--- src/rtl/pipeline_hazard_ctrl.sv ---
// pipeline_hazard_ctrl
//   Central stall/flush controller for the 5-stage pipeline. Combines the forwarding unit's
//   data_shadow hazard, fetch/data cache handshakes, EX branch resolution and MEM halt into
//   per-latch enable/flush controls and the PC enable. Also keeps a sticky halt latch,
//   saturating stall/flush counters and a watchdog on back-to-back data_shadow stalls.
//
// Ports
//   CLK, nRST      clock, synchronous active-low reset
//   ihit, dhit     fetch / data access complete this cycle
//   mem_access     MEM-stage instruction reads or writes data memory
//   data_shadow    EX operand/order hazard against MEM (from the forwarding unit)
//   branch_taken   EX redirect
//   halt           HALT instruction valid in MEM
//   pc_en          PC update enable
//   *_en, *_flush  latch enable / bubble insert (flush wins over enable)
//   halted         registered, sticky halt status
//   stall_cnt      saturating count of non-halted cycles with pc_en=0
//   flush_cnt      saturating count of branch redirects taken
//   shadow_err     sticky data_shadow watchdog error
module pipeline_hazard_ctrl #(
    parameter int unsigned CNT_W        = 32,
    parameter int unsigned SHADOW_LIMIT = 2
) (
    input  logic             CLK,
    input  logic             nRST,
    input  logic             ihit,
    input  logic             dhit,
    input  logic             mem_access,
    input  logic             data_shadow,
    input  logic             branch_taken,
    input  logic             halt,
    output logic             pc_en,
    output logic             fd_en,
    output logic             de_en,
    output logic             em_en,
    output logic             mw_en,
    output logic             fd_flush,
    output logic             de_flush,
    output logic             em_flush,
    output logic             mw_flush,
    output logic             halted,
    output logic [CNT_W-1:0] stall_cnt,
    output logic [CNT_W-1:0] flush_cnt,
    output logic             shadow_err
);

    // Run counter only needs to reach SHADOW_LIMIT; +2 keeps the width >= 1 for any limit.
    localparam int unsigned RunW = $clog2(SHADOW_LIMIT + 2);

    typedef enum logic [1:0] {
        StRun,
        StDwait,
        StHalted
    } state_e;

    state_e            state_q, state_d;
    logic              halted_q;
    logic [CNT_W-1:0]  stall_q;
    logic [CNT_W-1:0]  flush_q;
    logic              err_q;
    logic [RunW-1:0]   run_q;
    logic              shadow_sel;
    logic              branch_sel;

    // Mealy enables/flushes and next state.
    always_comb begin
        pc_en      = 1'b1;
        fd_en      = 1'b1;
        de_en      = 1'b1;
        em_en      = 1'b1;
        mw_en      = 1'b1;
        fd_flush   = 1'b0;
        de_flush   = 1'b0;
        em_flush   = 1'b0;
        mw_flush   = 1'b0;
        shadow_sel = 1'b0;
        branch_sel = 1'b0;
        state_d    = state_q;

        if (!nRST) begin
            pc_en    = 1'b0;
            fd_en    = 1'b0;
            de_en    = 1'b0;
            em_en    = 1'b0;
            mw_en    = 1'b0;
            fd_flush = 1'b1;
            de_flush = 1'b1;
            em_flush = 1'b1;
            mw_flush = 1'b1;
            state_d  = StRun;
        end else begin
            case (state_q)
                StHalted: begin
                    pc_en = 1'b0;
                    fd_en = 1'b0;
                    de_en = 1'b0;
                    em_en = 1'b0;
                    mw_en = 1'b0;
                end
                default: begin
                    // A pending data access (new or still outstanding) blocks everything
                    // except the halt check, which only runs once dhit arrives in DWAIT.
                    if (state_q == StDwait && !dhit) begin
                        pc_en    = 1'b0;
                        fd_en    = 1'b0;
                        de_en    = 1'b0;
                        em_en    = 1'b0;
                        mw_flush = 1'b1;
                        state_d  = StDwait;
                    end else if (halt) begin
                        pc_en   = 1'b0;
                        fd_en   = 1'b0;
                        de_en   = 1'b0;
                        em_en   = 1'b0;
                        mw_en   = 1'b0;
                        state_d = StHalted;
                    end else if (mem_access && !dhit) begin
                        pc_en    = 1'b0;
                        fd_en    = 1'b0;
                        de_en    = 1'b0;
                        em_en    = 1'b0;
                        mw_flush = 1'b1;
                        state_d  = StDwait;
                    end else begin
                        state_d = StRun;
                        if (data_shadow) begin
                            // Any concurrent branch is dropped; EX re-resolves it next cycle.
                            pc_en      = 1'b0;
                            fd_en      = 1'b0;
                            de_en      = 1'b0;
                            em_flush   = 1'b1;
                            shadow_sel = 1'b1;
                        end else if (branch_taken) begin
                            fd_flush   = 1'b1;
                            de_flush   = 1'b1;
                            branch_sel = 1'b1;
                        end else if (!ihit) begin
                            pc_en    = 1'b0;
                            fd_flush = 1'b1;
                        end
                    end
                end
            endcase
        end
    end

    always_ff @(posedge CLK) begin
        if (!nRST) begin
            state_q  <= StRun;
            halted_q <= 1'b0;
            stall_q  <= '0;
            flush_q  <= '0;
            err_q    <= 1'b0;
            run_q    <= '0;
        end else begin
            state_q  <= state_d;
            halted_q <= (state_d == StHalted);
            if (state_q != StHalted) begin
                if (!pc_en && stall_q != '1) begin
                    stall_q <= stall_q + CNT_W'(1);
                end
                if (branch_sel && flush_q != '1) begin
                    flush_q <= flush_q + CNT_W'(1);
                end
            end
            // run_q parks at SHADOW_LIMIT; one more shadow cycle trips the error.
            if (shadow_sel) begin
                if (run_q >= RunW'(SHADOW_LIMIT)) begin
                    err_q <= 1'b1;
                end else begin
                    run_q <= run_q + RunW'(1);
                end
            end else begin
                run_q <= '0;
            end
        end
    end

    assign halted     = halted_q;
    assign stall_cnt  = stall_q;
    assign flush_cnt  = flush_q;
    assign shadow_err = err_q;

endmodule
--- config.mk ---
export PLATFORM = sky130hd
export DESIGN_NAME = pipeline_hazard_ctrl
export DESIGN_NICKNAME = d
export VERILOG_FILES = /design/src/rtl/pipeline_hazard_ctrl.sv
export SDC_FILE = /design/constraint.sdc
export NUM_CORES = 1
export LEC_CHECK = 0
export CAP_MARGIN = 10
export CORE_ASPECT_RATIO = 0.5
export CORE_UTILIZATION = 55
export DETAILED_ROUTE_END_ITERATION = 8
export GPL_TIMING_DRIVEN = 0
export PLACE_DENSITY_LB_ADDON = 0.08
export REMOVE_ABC_BUFFERS = 1
export SLEW_MARGIN = 20
export SYNTH_ARGS = -nofsm -noshare
export SYNTH_HDL_FRONTEND = slang
export SYNTH_SLANG_ARGS = --single-unit
export TNS_END_PERCENT = 5
--- constraint.sdc ---
create_clock -name CLK -period 3.36 [get_ports CLK]
set_input_delay 0.672 -clock CLK [delete_from_list [all_inputs] [get_ports CLK]]
set_output_delay 0.672 -clock CLK [all_outputs]
set_load 0.005 [all_outputs]
==> results.yml <==
detailed_routing:
  routedWlPerCell_um: 15.3
  drt-total-wl_um: 9450
  dr.max_layer_used: "met4"
  postRouteAntennaNets: 0
  drtIter0Drc: 310
  dr.pass1.iters: 5
  wl_met3_um: 437
  met1Wirelength_um: 4560
  drcViolationCount: 0
  wl_met2_um: 4300
  vias: 3856
  routed_via_density: 6.26
finish:
  postLayoutCellArea_mm2: 0.00490
  finalNonFillerCells: 616
  diodes: 0
  final_nets: 531
  final_core_util_pct: 73.2
  fillers: 508
  drive_gt1_share_pct: 8.21
  syn2layout_area_growth_pct: 28.2
power_and_ir_drop:
  power_density_mw_per_mm2: 371
  combPwrFrac_pct: 5.7
  switching_share_pct: 22.2
  switching_power_mw: 0.405
  power_frac_clock_pct: 48.0
  p_leak_nw: 1.40
  p_total_mw: 1.82
  max-vdd-ir-drop_mv: 0.252
  p_seq_share_pct: 46.3
  internal_power_mw: 1.42
worst_setup_path:
  required_ns: 2.69
  reg2reg_depth: 5
  crit_path_start_kind: "input port"
  critPathArrivalTime_ns: 2.54
  endpoint_kind: "primary output"
  crit_type: "in2out"
  r2r_end: "flush_cnt[21]"
  crit_fanout: 10
  reg2reg_from: "state_q[1]"
  rrSetupSlack_ns: 0.72
die:
  rows: 21
  die_h_um: 61.0
  start_util_pct: 57.1
  num_io_pins: 83
  core_mm2: 0.00670
  die_w_um: 120
  die_area_mm2: 0.00731
clock_tree:
  clock-sinks: 70
  clk_pin_slew_worst_paths_ns: 0.05
  numCtsBuffers: 9
  tritoncts: "built"
  cts_max_path_buffers: 2
  htree_num_levels: 3
  ctsRootBufferMaster: "clkbuf_16"
  holdBufCountCts: 0
  cts_setup_buffers: 0
  clkLatencyLatePin_ns: 0.34
place:
  place_congestion: 0.876
  portBuffers: 82
  pre_cts_slack_ns: -0.926
  place_area_mm2: 0.00462
  place_inst: 601
  hpwl_um: 6180
min_path:
  hold_end: "shadow_err"
  min-delay-start: "shadow_err"
  whs_path_depth: 2
  hold_path_class: "reg2reg"
synth:
  synthFlopType: "dfxtp_1"
  ys_ff_latch: 70
  yosysTopAreaCell: "dfxtp_1"
  ys_async_sr_fraction_pct: 0
  syn_inst: 453
  netlist.area_leader.share_pct: 36.6
  yosysUniqueCellTypes: 55
  netlist_area_mm2: 0.00382
  yosysSeqAreaShare_pct: 36.6
  synth_area_leaders: "dfxtp_1 (37%), o31ai_1 (6.5%), or4_1 (6.5%), a21oi_1 (5.9%), or3_1 (3.4%)"
  ys_warn_count: 0
  synth-edff-count: 0
  synth.avg_cell_area_um2: 8.44
timing:
  max_clock_freq_mhz: 311
  finalWorstSetupSlack_ns: 0.149
  setup_viol: 0
  slew_headroom_pct: 36.8
  drv_slew: 0
  tightest_slew_ns: 0.948
  fin_crit_ns: 3.21
  final.setup.tns_ns: 0
  rsz0062_at_grt: "no"
  holdWs_ns: 0.446
  fin_skew_ns: 0.00426
  fin_crit_sh_pct: 95.6
  finalHoldViolCount: 0
global_routing:
  grt_max_degree: 35
  antenna_found_initial: 0
  grt.total_usage_pct: 25.9
  overflow: 0
  grt_pass1_wl_um: 15000
  grt_pass1_vias: 3120
run:
  timing.max_cap.violations: 0
status:
  status: "complete, no violations"
state kept, by name (all words and copies together), names as in the netlist:
register / count
halted: 1
stall_cnt: 32
run_q: 2
shadow_err: 1
flush_cnt: 32
state_q: 2
power by group through the flow:
| stage | clock [mW] | sequential (mW) | combinational, mW |
|---|---|---|---|
| after floorplan | 0 | 0.860 | 0.0485 |
| after detailed placement | 0 | 0.861 | 0.103 |
| final | 0.873 | 0.844 | 0.104 |
| after global placement | 0 | 0.861 | 0.0986 |
| after CTS | 0.883 | 0.843 | 0.103 |
| after global routing | 0.930 | 0.844 | 0.113 |
area by class of cell:
cell class                      instances  area [µm²]  share of cell area (%)
Tap cell                               92         115                    2.35
Inverter                               15        56.3                    1.15
Timing Repair Buffer                   83         841                    17.1
Clock inverter                          1        5.00                   0.102
Multi-Input combinational cell        341        2220                    45.3
Clock buffer                           14         264                    5.38
Sequential cell                        70        1400                    28.6
cell usage after synthesis (3+ instances only):
library cell and count:
or4_1 33, o31ai_1 33, nand2_1 29, mux2i_1 3, and4_1 5, nand2b_1 13
nand4_1 19, buf_2 7, o21ai_1 14, nand3_1 17, nor4_1 3, clkbuf_1 13
o21ai_0 8, ha_1 3, a21oi_1 45, o21ai_2 3, nor3_1 9, buf_4 3
inv_1 15, and2_1 4, o311ai_0 7, o211ai_1 3, or3_1 21, nor2_1 20
buf_6 3, dfxtp_1 70, o41ai_1 9, a21oi_2 8
cells in the final DEF (no fill, tap or decap), types with 4 or more instances in the layout:
master / instances
dfxtp_1: 70
clkbuf_16: 9
inv_1: 14
o31ai_1: 33
or4_1: 32
a21oi_1: 45
nand3_1: 17
o21ai_0: 8
o41ai_1: 9
and4_1: 5
nand2_1: 29
o311ai_0: 7
and2_1: 4
nand4_1: 19
or3_1: 21
nor3_1: 8
nand2b_1: 13
a21oi_2: 8
clkdlybuf4s50_1: 80
nor2_1: 20
o21ai_1: 14
logic make-up (layout without fill, tap and decap cells):
| family | after synthesis | after routing | synth area share (%) |
|---|---|---|---|
| simple gates | 191 | 191 | 30.3 |
| mux | 3 | 3 | 0.785 |
| fa+ha+maj | 3 | 3 | 0.981 |
| buf+inv | 42 | 113 | 5.66 |
| flops | 70 | 70 | 36.6 |
| xor+xnor | 1 | 1 | 0.229 |
| compound gates | 143 | 143 | 25.5 |
layer usage:
layer	track usage (%)	vias to the layer above
met1	34.0	1813
met2	41.9	107
met3	6.77	19
met4	9.46	0
met5	0	-
li1	-	1917
repair_timing:
item	CTS	global route
gates cloned	0	0
gates resized for setup	7	3
setup endpoints to repair	41	4
pin swaps	0	1
worst max-delay path, stage by stage:
cell and delay [ns]:
clkdlybuf4s50_1 0.58, a21oi_4 0.11, nor3_4 0.23, inv_1 0.11, o311ai_0 0.28, clkdlybuf4s50_1 0.56
worst max path at each step:
stage	end	slack [ns]	from
floorplan	de_en	0.84	nRST
global placement	fd_en	-1.58	nRST
detailed placement	de_en	-0.93	nRST
CTS	fd_flush	0.002	dhit
global route	fd_flush	0.03	dhit
finish	fd_flush	0.15	dhit
Power figures use the tool's default switching activity.
